===== src/rtl/dep_pkg.sv =====
// Shared opcode, instruction-layout and FSM-state definitions for the
// dependency-checker program server.
package dep_pkg;

  localparam logic [3:0] OP_ADD = 4'd0;
  localparam logic [3:0] OP_SUB = 4'd1;
  localparam logic [3:0] OP_MUL = 4'd2;
  localparam logic [3:0] OP_DIV = 4'd3;
  localparam logic [3:0] OP_END = 4'd4;

  localparam int NIBBLES_PER_INSTR = 4;

  localparam int OPC  = 0;
  localparam int DST  = 1;
  localparam int SRC1 = 2;
  localparam int SRC2 = 3;

  typedef enum logic [1:0] {
    LOAD,
    SERVE,
    DONE
  } state_t;

  // Instructions are 4 nibbles wide, so the slot is the low two address bits.
  function automatic logic is_opcode_slot(input logic [1:0] slot);
    return slot == 2'(OPC);
  endfunction

endpackage


===== src/rtl/dep_regfile.sv =====
// Small register file: synchronous init to BASE+i, one write port and a
// registered read port that returns same-cycle write data (write-first).
module dep_regfile #(
  parameter int REG_AW        = 3,
  parameter int DATA_W        = 8,
  parameter int REG_INIT_BASE = 2
) (
  input  logic              clk,
  input  logic              rst_n,
  input  logic              rd_req_i,
  input  logic [REG_AW-1:0] rd_addr_i,
  input  logic              wr_en_i,
  input  logic [REG_AW-1:0] wr_addr_i,
  input  logic [DATA_W-1:0] wr_data_i,
  output logic              rd_valid_o,
  output logic [DATA_W-1:0] rd_data_o
);

  localparam int NREG = 2 ** REG_AW;

  logic [DATA_W-1:0] regs_q [NREG];
  logic              rd_valid_q;
  logic [DATA_W-1:0] rd_data_q;
  logic [DATA_W-1:0] rd_data_d;

  always_comb begin
    rd_data_d = regs_q[rd_addr_i];
    if (wr_en_i && (wr_addr_i == rd_addr_i)) begin
      rd_data_d = wr_data_i;
    end
  end

  always_ff @(posedge clk) begin
    if (!rst_n) begin
      for (int i = 0; i < NREG; i++) begin
        regs_q[i] <= DATA_W'(REG_INIT_BASE + i);
      end
      rd_valid_q <= 1'b0;
      rd_data_q  <= '0;
    end else begin
      if (wr_en_i) begin
        regs_q[wr_addr_i] <= wr_data_i;
      end
      rd_valid_q <= rd_req_i;
      if (rd_req_i) begin
        rd_data_q <= rd_data_d;
      end
    end
  end

  assign rd_valid_o = rd_valid_q;
  assign rd_data_o  = rd_data_q;

endmodule


===== src/rtl/dep_program_server.sv =====
// Program/register responder for the dependency checker: nibble-stream program
// load, 1-cycle fetch and register-read responses, END-opcode tracking.
module dep_program_server
  import dep_pkg::*;
#(
  parameter int ADDR_W        = 6,
  parameter int REG_AW        = 3,
  parameter int DATA_W        = 8,
  parameter int REG_INIT_BASE = 2
) (
  input  logic              clk,
  input  logic              rst_n,
  input  logic              ld_valid_i,
  output logic              ld_ready_o,
  input  logic [3:0]        ld_nibble_i,
  input  logic              ld_last_i,
  input  logic              if_req_i,
  input  logic [ADDR_W-1:0] if_addr_i,
  output logic              if_valid_o,
  output logic [3:0]        if_data_o,
  input  logic              rf_req_i,
  input  logic [REG_AW-1:0] rf_addr_i,
  output logic              rf_valid_o,
  output logic [DATA_W-1:0] rf_data_o,
  input  logic              wb_valid_i,
  input  logic [REG_AW-1:0] wb_addr_i,
  input  logic [DATA_W-1:0] wb_data_i,
  output logic              busy_load_o,
  output logic              end_seen_o,
  output logic [ADDR_W:0]   prog_len_o
);

  localparam int                DEPTH   = 2 ** ADDR_W;
  localparam logic [ADDR_W-1:0] PTR_MAX = ADDR_W'(DEPTH - 1);

  state_t            state_q;
  logic              ld_ready_q;
  logic              if_valid_q;
  logic [3:0]        if_data_q;
  logic              end_seen_q;
  logic [ADDR_W:0]   prog_len_q;
  logic [ADDR_W-1:0] ptr_q;

  logic [3:0]        mem [DEPTH];
  logic              load_accept;
  logic              serving;
  logic [3:0]        fetch_nib_d;
  logic              fetch_is_end;

  assign load_accept = rst_n && (state_q == LOAD) && ld_valid_i && ld_ready_q;
  assign serving     = (state_q == SERVE) || (state_q == DONE);

  // Anything past the loaded program reads as END so a runaway PC terminates.
  always_comb begin
    fetch_nib_d = OP_END;
    if ({1'b0, if_addr_i} < prog_len_q) begin
      fetch_nib_d = mem[if_addr_i];
    end
  end

  assign fetch_is_end = (fetch_nib_d == OP_END) && is_opcode_slot(if_addr_i[1:0]);

  // Program memory is deliberately left uncleared by reset.
  always_ff @(posedge clk) begin
    if (load_accept) begin
      mem[ptr_q] <= ld_nibble_i;
    end
  end

  always_ff @(posedge clk) begin
    if (!rst_n) begin
      state_q    <= LOAD;
      ld_ready_q <= 1'b0;
      if_valid_q <= 1'b0;
      if_data_q  <= 4'h0;
      end_seen_q <= 1'b0;
      prog_len_q <= '0;
      ptr_q      <= '0;
    end else begin
      if_valid_q <= 1'b0;
      unique case (state_q)
        LOAD: begin
          ld_ready_q <= 1'b1;
          if (load_accept) begin
            ptr_q <= ptr_q + ADDR_W'(1);
            if (ld_last_i || (ptr_q == PTR_MAX)) begin
              prog_len_q <= {1'b0, ptr_q} + (ADDR_W + 1)'(1);
              ld_ready_q <= 1'b0;
              state_q    <= SERVE;
            end
          end
        end
        SERVE, DONE: begin
          if (if_req_i) begin
            if_valid_q <= 1'b1;
            if_data_q  <= fetch_nib_d;
            if ((state_q == SERVE) && fetch_is_end) begin
              end_seen_q <= 1'b1;
              state_q    <= DONE;
            end
          end
        end
        default: state_q <= LOAD;
      endcase
    end
  end

  dep_regfile #(
    .REG_AW        (REG_AW),
    .DATA_W        (DATA_W),
    .REG_INIT_BASE (REG_INIT_BASE)
  ) u_regfile (
    .clk        (clk),
    .rst_n      (rst_n),
    .rd_req_i   (rf_req_i && serving),
    .rd_addr_i  (rf_addr_i),
    .wr_en_i    (wb_valid_i && serving),
    .wr_addr_i  (wb_addr_i),
    .wr_data_i  (wb_data_i),
    .rd_valid_o (rf_valid_o),
    .rd_data_o  (rf_data_o)
  );

  assign ld_ready_o  = ld_ready_q;
  assign if_valid_o  = if_valid_q;
  assign if_data_o   = if_data_q;
  assign busy_load_o = (state_q == LOAD);
  assign end_seen_o  = end_seen_q;
  assign prog_len_o  = prog_len_q;

endmodule


===== config.mk =====
export PLATFORM = sky130hd
export DESIGN_NAME = dep_program_server
export DESIGN_NICKNAME = d
export VERILOG_FILES = /design/src/rtl/dep_pkg.sv /design/src/rtl/dep_regfile.sv /design/src/rtl/dep_program_server.sv
export SDC_FILE = /design/constraint.sdc
export NUM_CORES = 1
export LEC_CHECK = 0
export CAP_MARGIN = 20
export CELL_PAD_IN_SITES_DETAIL_PLACEMENT = 1
export CELL_PAD_IN_SITES_GLOBAL_PLACEMENT = 1
export CORE_ASPECT_RATIO = 0.8
export CORE_UTILIZATION = 54
export CTS_BUF_LIST = sky130_fd_sc_hd__clkbuf_8
export DETAILED_ROUTE_END_ITERATION = 16
export HOLD_SLACK_MARGIN = 0.12
export PLACE_DENSITY_LB_ADDON = 0.1
export SLEW_MARGIN = 20
export SYNTH_ARGS = -nofsm -noshare
export SYNTH_HDL_FRONTEND = slang
export SYNTH_SLANG_ARGS = --single-unit

===== constraint.sdc =====
create_clock -name clk -period 4 [get_ports clk]
set_input_delay 1 -clock clk [delete_from_list [all_inputs] [get_ports clk]]
set_output_delay 1 -clock clk [all_outputs]
set_load 0.02 [all_outputs]

==> impl_metrics.yaml, run 1 <==
final_layout:
  nFillCells: 2449
  layout_common_cells: "320 x edfxtp_1, 93 x nor2_1, 67 x mux4_2, 57 x and2_1, 56 x clkbuf_8"
  syn_to_final_growth_pct: 13.9
  layout-drive-gt1-share_pct: 18.2
  final_core_util_pct: 63.2
  finalNetCount: 1059
  final_cells: 1419
  num_antenna_cells: 0
  final_common_cell: "edfxtp_1"
sta:
  period_needed_ps: 3430
  slew_headroom_pct: 43.4
  finalHoldViolCount: 0
  setup_violations: 0
  clock-skew-final_ps: 17.1
  tightest_slew_ps: 839
  finalCritPeriodShare_pct: 85.7
  slew_viol_final: 0
  rsz0062_at_grt: "false"
  max_freq_ghz: 0.292
floorplan:
  initial_core_util_pct: 55.5
  num_rows: 53
  core-area_sq_mm: 0.0265
  die_w_microns: 187
  die_y_microns: 150
  die_area_sq_mm: 0.0279
  ios: 55
place:
  place_inst: 1320
  port_buffers: 54
  gp_congestion: 0.941
  hpwl_microns: 26500
route:
  first_pass_iters: 5
  wl_per_cell_microns: 27.0
  dr_total_vias: 8825
  routed_wirelength_microns: 38400
  vias_per_cell: 6.22
  drtIter0Drc: 1006
  drc: 0
  antenna_left: 0
global_route:
  grt_usage_pct: 28.4
  grt_max_degree: 65
  grt_pass1_vias: 9126
  grt_pass1_wl_microns: 57600
  grt_overflow_total: 0
  antenna_found_initial: 0
run_status:
  outcome: "complete, no violations"
logic_synthesis:
  synth_flop_cell: "edfxtp_1"
  synthesis.area_sq_mm: 0.0147
  synth-edff-count: 320
  synthArstFlopShare_pct: 0
  yosysSeqAreaShare_pct: 69.4
  synth_cells: 918
  ys_ff_latch: 351
  syn_nets: 958
  yosysWarnings: 0
  syn_avg_cell_area_sq_um: 16.0
  synth_cell_types: 51
setup_path:
  r2r_cells: 7
  endpoint_kind: "register"
  startpoint_type: "primary input"
  path_max_fanout: 26
  r2r-start: "mem[44][0]$_DFFE_PP_"
  crit_top_cell: "a21oi_1"
  critical_path.max_stage_delay_ps: 540
  arrival_ps: 3940
  r2r-end: "state_q[1]$_SDFFE_PN0P_"
  slowest_stage: "a222oi_1"
  ff2ff_setup_slack_ps: 950
  crit_chain: "clkdlybuf4s50_1 > buf_12 > ha_1 > a21o_1 > a21oi_1 > a21oi_1 > nand2_1 > a32oi_1 > nand4_1 > a222oi_1 > mux2i_1"
  required_ps: 4510
  path_class: "in2reg"
power:
  ir_drop_uv: 352
  pwr-share-clk_pct: 35.7
  p_comb_share_pct: 9.9
  p_int_w: 0.00567
  power_density_mw_per_mm2: 449
  power_w: 0.00754
  power_frac_seq_pct: 54.5
  p_switching_w: 0.00187
  switching_share_pct: 24.8
  p_leak_nw: 5.62
clock_tree:
  clkLatencyLatePin_ps: 600
  cts_root_buffer: "clkbuf_8"
  clkSlewWorstSetupHoldPaths_ps: 70
  ctsResizeCount: 0
  cts_buffer_depth: 3
  cts.hold.buffers_added: 0
  cts_buffers: 53
  cts_tree: "done"
  cts_setup_buffers: 0
  htree_num_levels: 2
  clock_sinks: 351
flow_run:
  drv_cap: 0
hold_path:
  hold_path_end: "if_data_o[1]$_SDFFE_PN0P_"
  hp-start: "if_data_o[1]$_SDFFE_PN0P_"
  hp-class: "reg2reg"
  holdPathStages: 2
-- cell type report --
cell class / count / area, sq um / area share (%)
sequential: 351 / 10200 / 61.0
inverter: 12 / 45.0 / 0.268
timing repair buffer: 94 / 868 / 5.18
clock buffer: 56 / 771 / 4.59
multi-input combinational: 507 / 4230 / 25.2
clock inverter: 42 / 186 / 1.11
tap: 357 / 447 / 2.66
-- metrics by stage --
step	hold slack (ps)	setup TNS [ps]	cell area, sq um	setup slack [ps]
6_report	487	0	16800	571
5_1_grt	500	0	16800	404
4_1_cts	491	0	16700	595
3_5_place_dp	473	-8.40	15800	-8.40
3_3_place_gp	465	0	15800	104
2_1_floorplan	451	0	14700	583
-- registers in the layout, summed over array words and instances (netlist names) --
register              count
end_seen_o                1
if_data_o                 4
if_valid_o                1
ld_ready_o                1
mem                     256
prog_len_o                7
ptr_q                     6
state_q                   2
u_regfile.rd_data_o       8
u_regfile.rd_valid_o      1
u_regfile.regs_q         64
-- worst max-delay path: cells and delay by family --
family / cells / cell delay [ps]
compound gates: 5 / 1360
fa+ha+maj: 1 / 180
buf+inv: 2 / 710
mux: 1 / 270
simple gates: 2 / 400
-- cell usage after synthesis (6+ instances only) --
library cell,count,area share (%)
o211a_1,6,0.41
mux2i_1,44,3.0
or3_1,14,0.59
a211oi_1,10,0.51
dfxtp_1,31,4.2
ha_1,9,0.76
nand2b_1,12,0.51
clkbuf_1,29,0.74
buf_2,7,0.24
nor2_1,93,2.4
buf_1,6,0.15
inv_1,12,0.31
a31oi_1,6,0.25
a21oi_1,19,0.65
nand2_1,45,1.1
a22oi_1,17,0.87
o21ai_0,11,0.37
edfxtp_1,320,65
mux4_2,67,10
nand3_1,20,0.68
xnor2_1,7,0.42
and2_1,57,2.4
nor2b_1,21,0.89
nand4_1,8,0.34
-- worst max path at each step --
stage	from	end	slack, ps	cells past startpoint
floorplan	if_addr_i[0]	state_q[0]$_SDFFE_PN0P_	580	8
global placement	if_addr_i[0]	state_q[1]$_SDFFE_PN0P_	100	9
detailed placement	if_addr_i[4]	state_q[1]$_SDFFE_PN0P_	-8	10
CTS	if_addr_i[3]	state_q[1]$_SDFFE_PN0P_	600	11
global route	if_addr_i[3]	state_q[1]$_SDFFE_PN0P_	400	11
finish	if_addr_i[3]	state_q[1]$_SDFFE_PN0P_	570	11
-- power by group through the flow --
stage	sequential (W)	combinational, W	clock (W)
after global routing	0.00411	0.000790	0.00288
after floorplan	0.00420	0.000377	0
final	0.00410	0.000743	0.00269
after global placement	0.00417	0.000699	0
after CTS	0.00411	0.000738	0.00273
after detailed placement	0.00418	0.000734	0
-- logic make-up after synthesis --
kind of cell	share of synthesized area, %
AOI/OAI and AO/OA	4.28
xor gates and xnor gates	0.535
adders and majority gates	0.764
and+or+nand+nor	9.75
muxes	13.4
buffers and inverters	1.84
DFF	69.4
-- per-layer routing --
metal,global-route usage (%),routed length [microns],up-vias
met3,6.29,3250,57
met4,7.95,677,0
met2,42.1,17200,399
met5,0,0,-
li1,-,-,3761
met1,42.6,17300,4608
Note: power is estimated with default switching activity, not from simulation.
==> run 2: changes to the inputs <==
- CTS_CLUSTER_SIZE: default -> 24
==> results of run 2 <==
Final layout, timing and power as in run 1 (identical DEF).
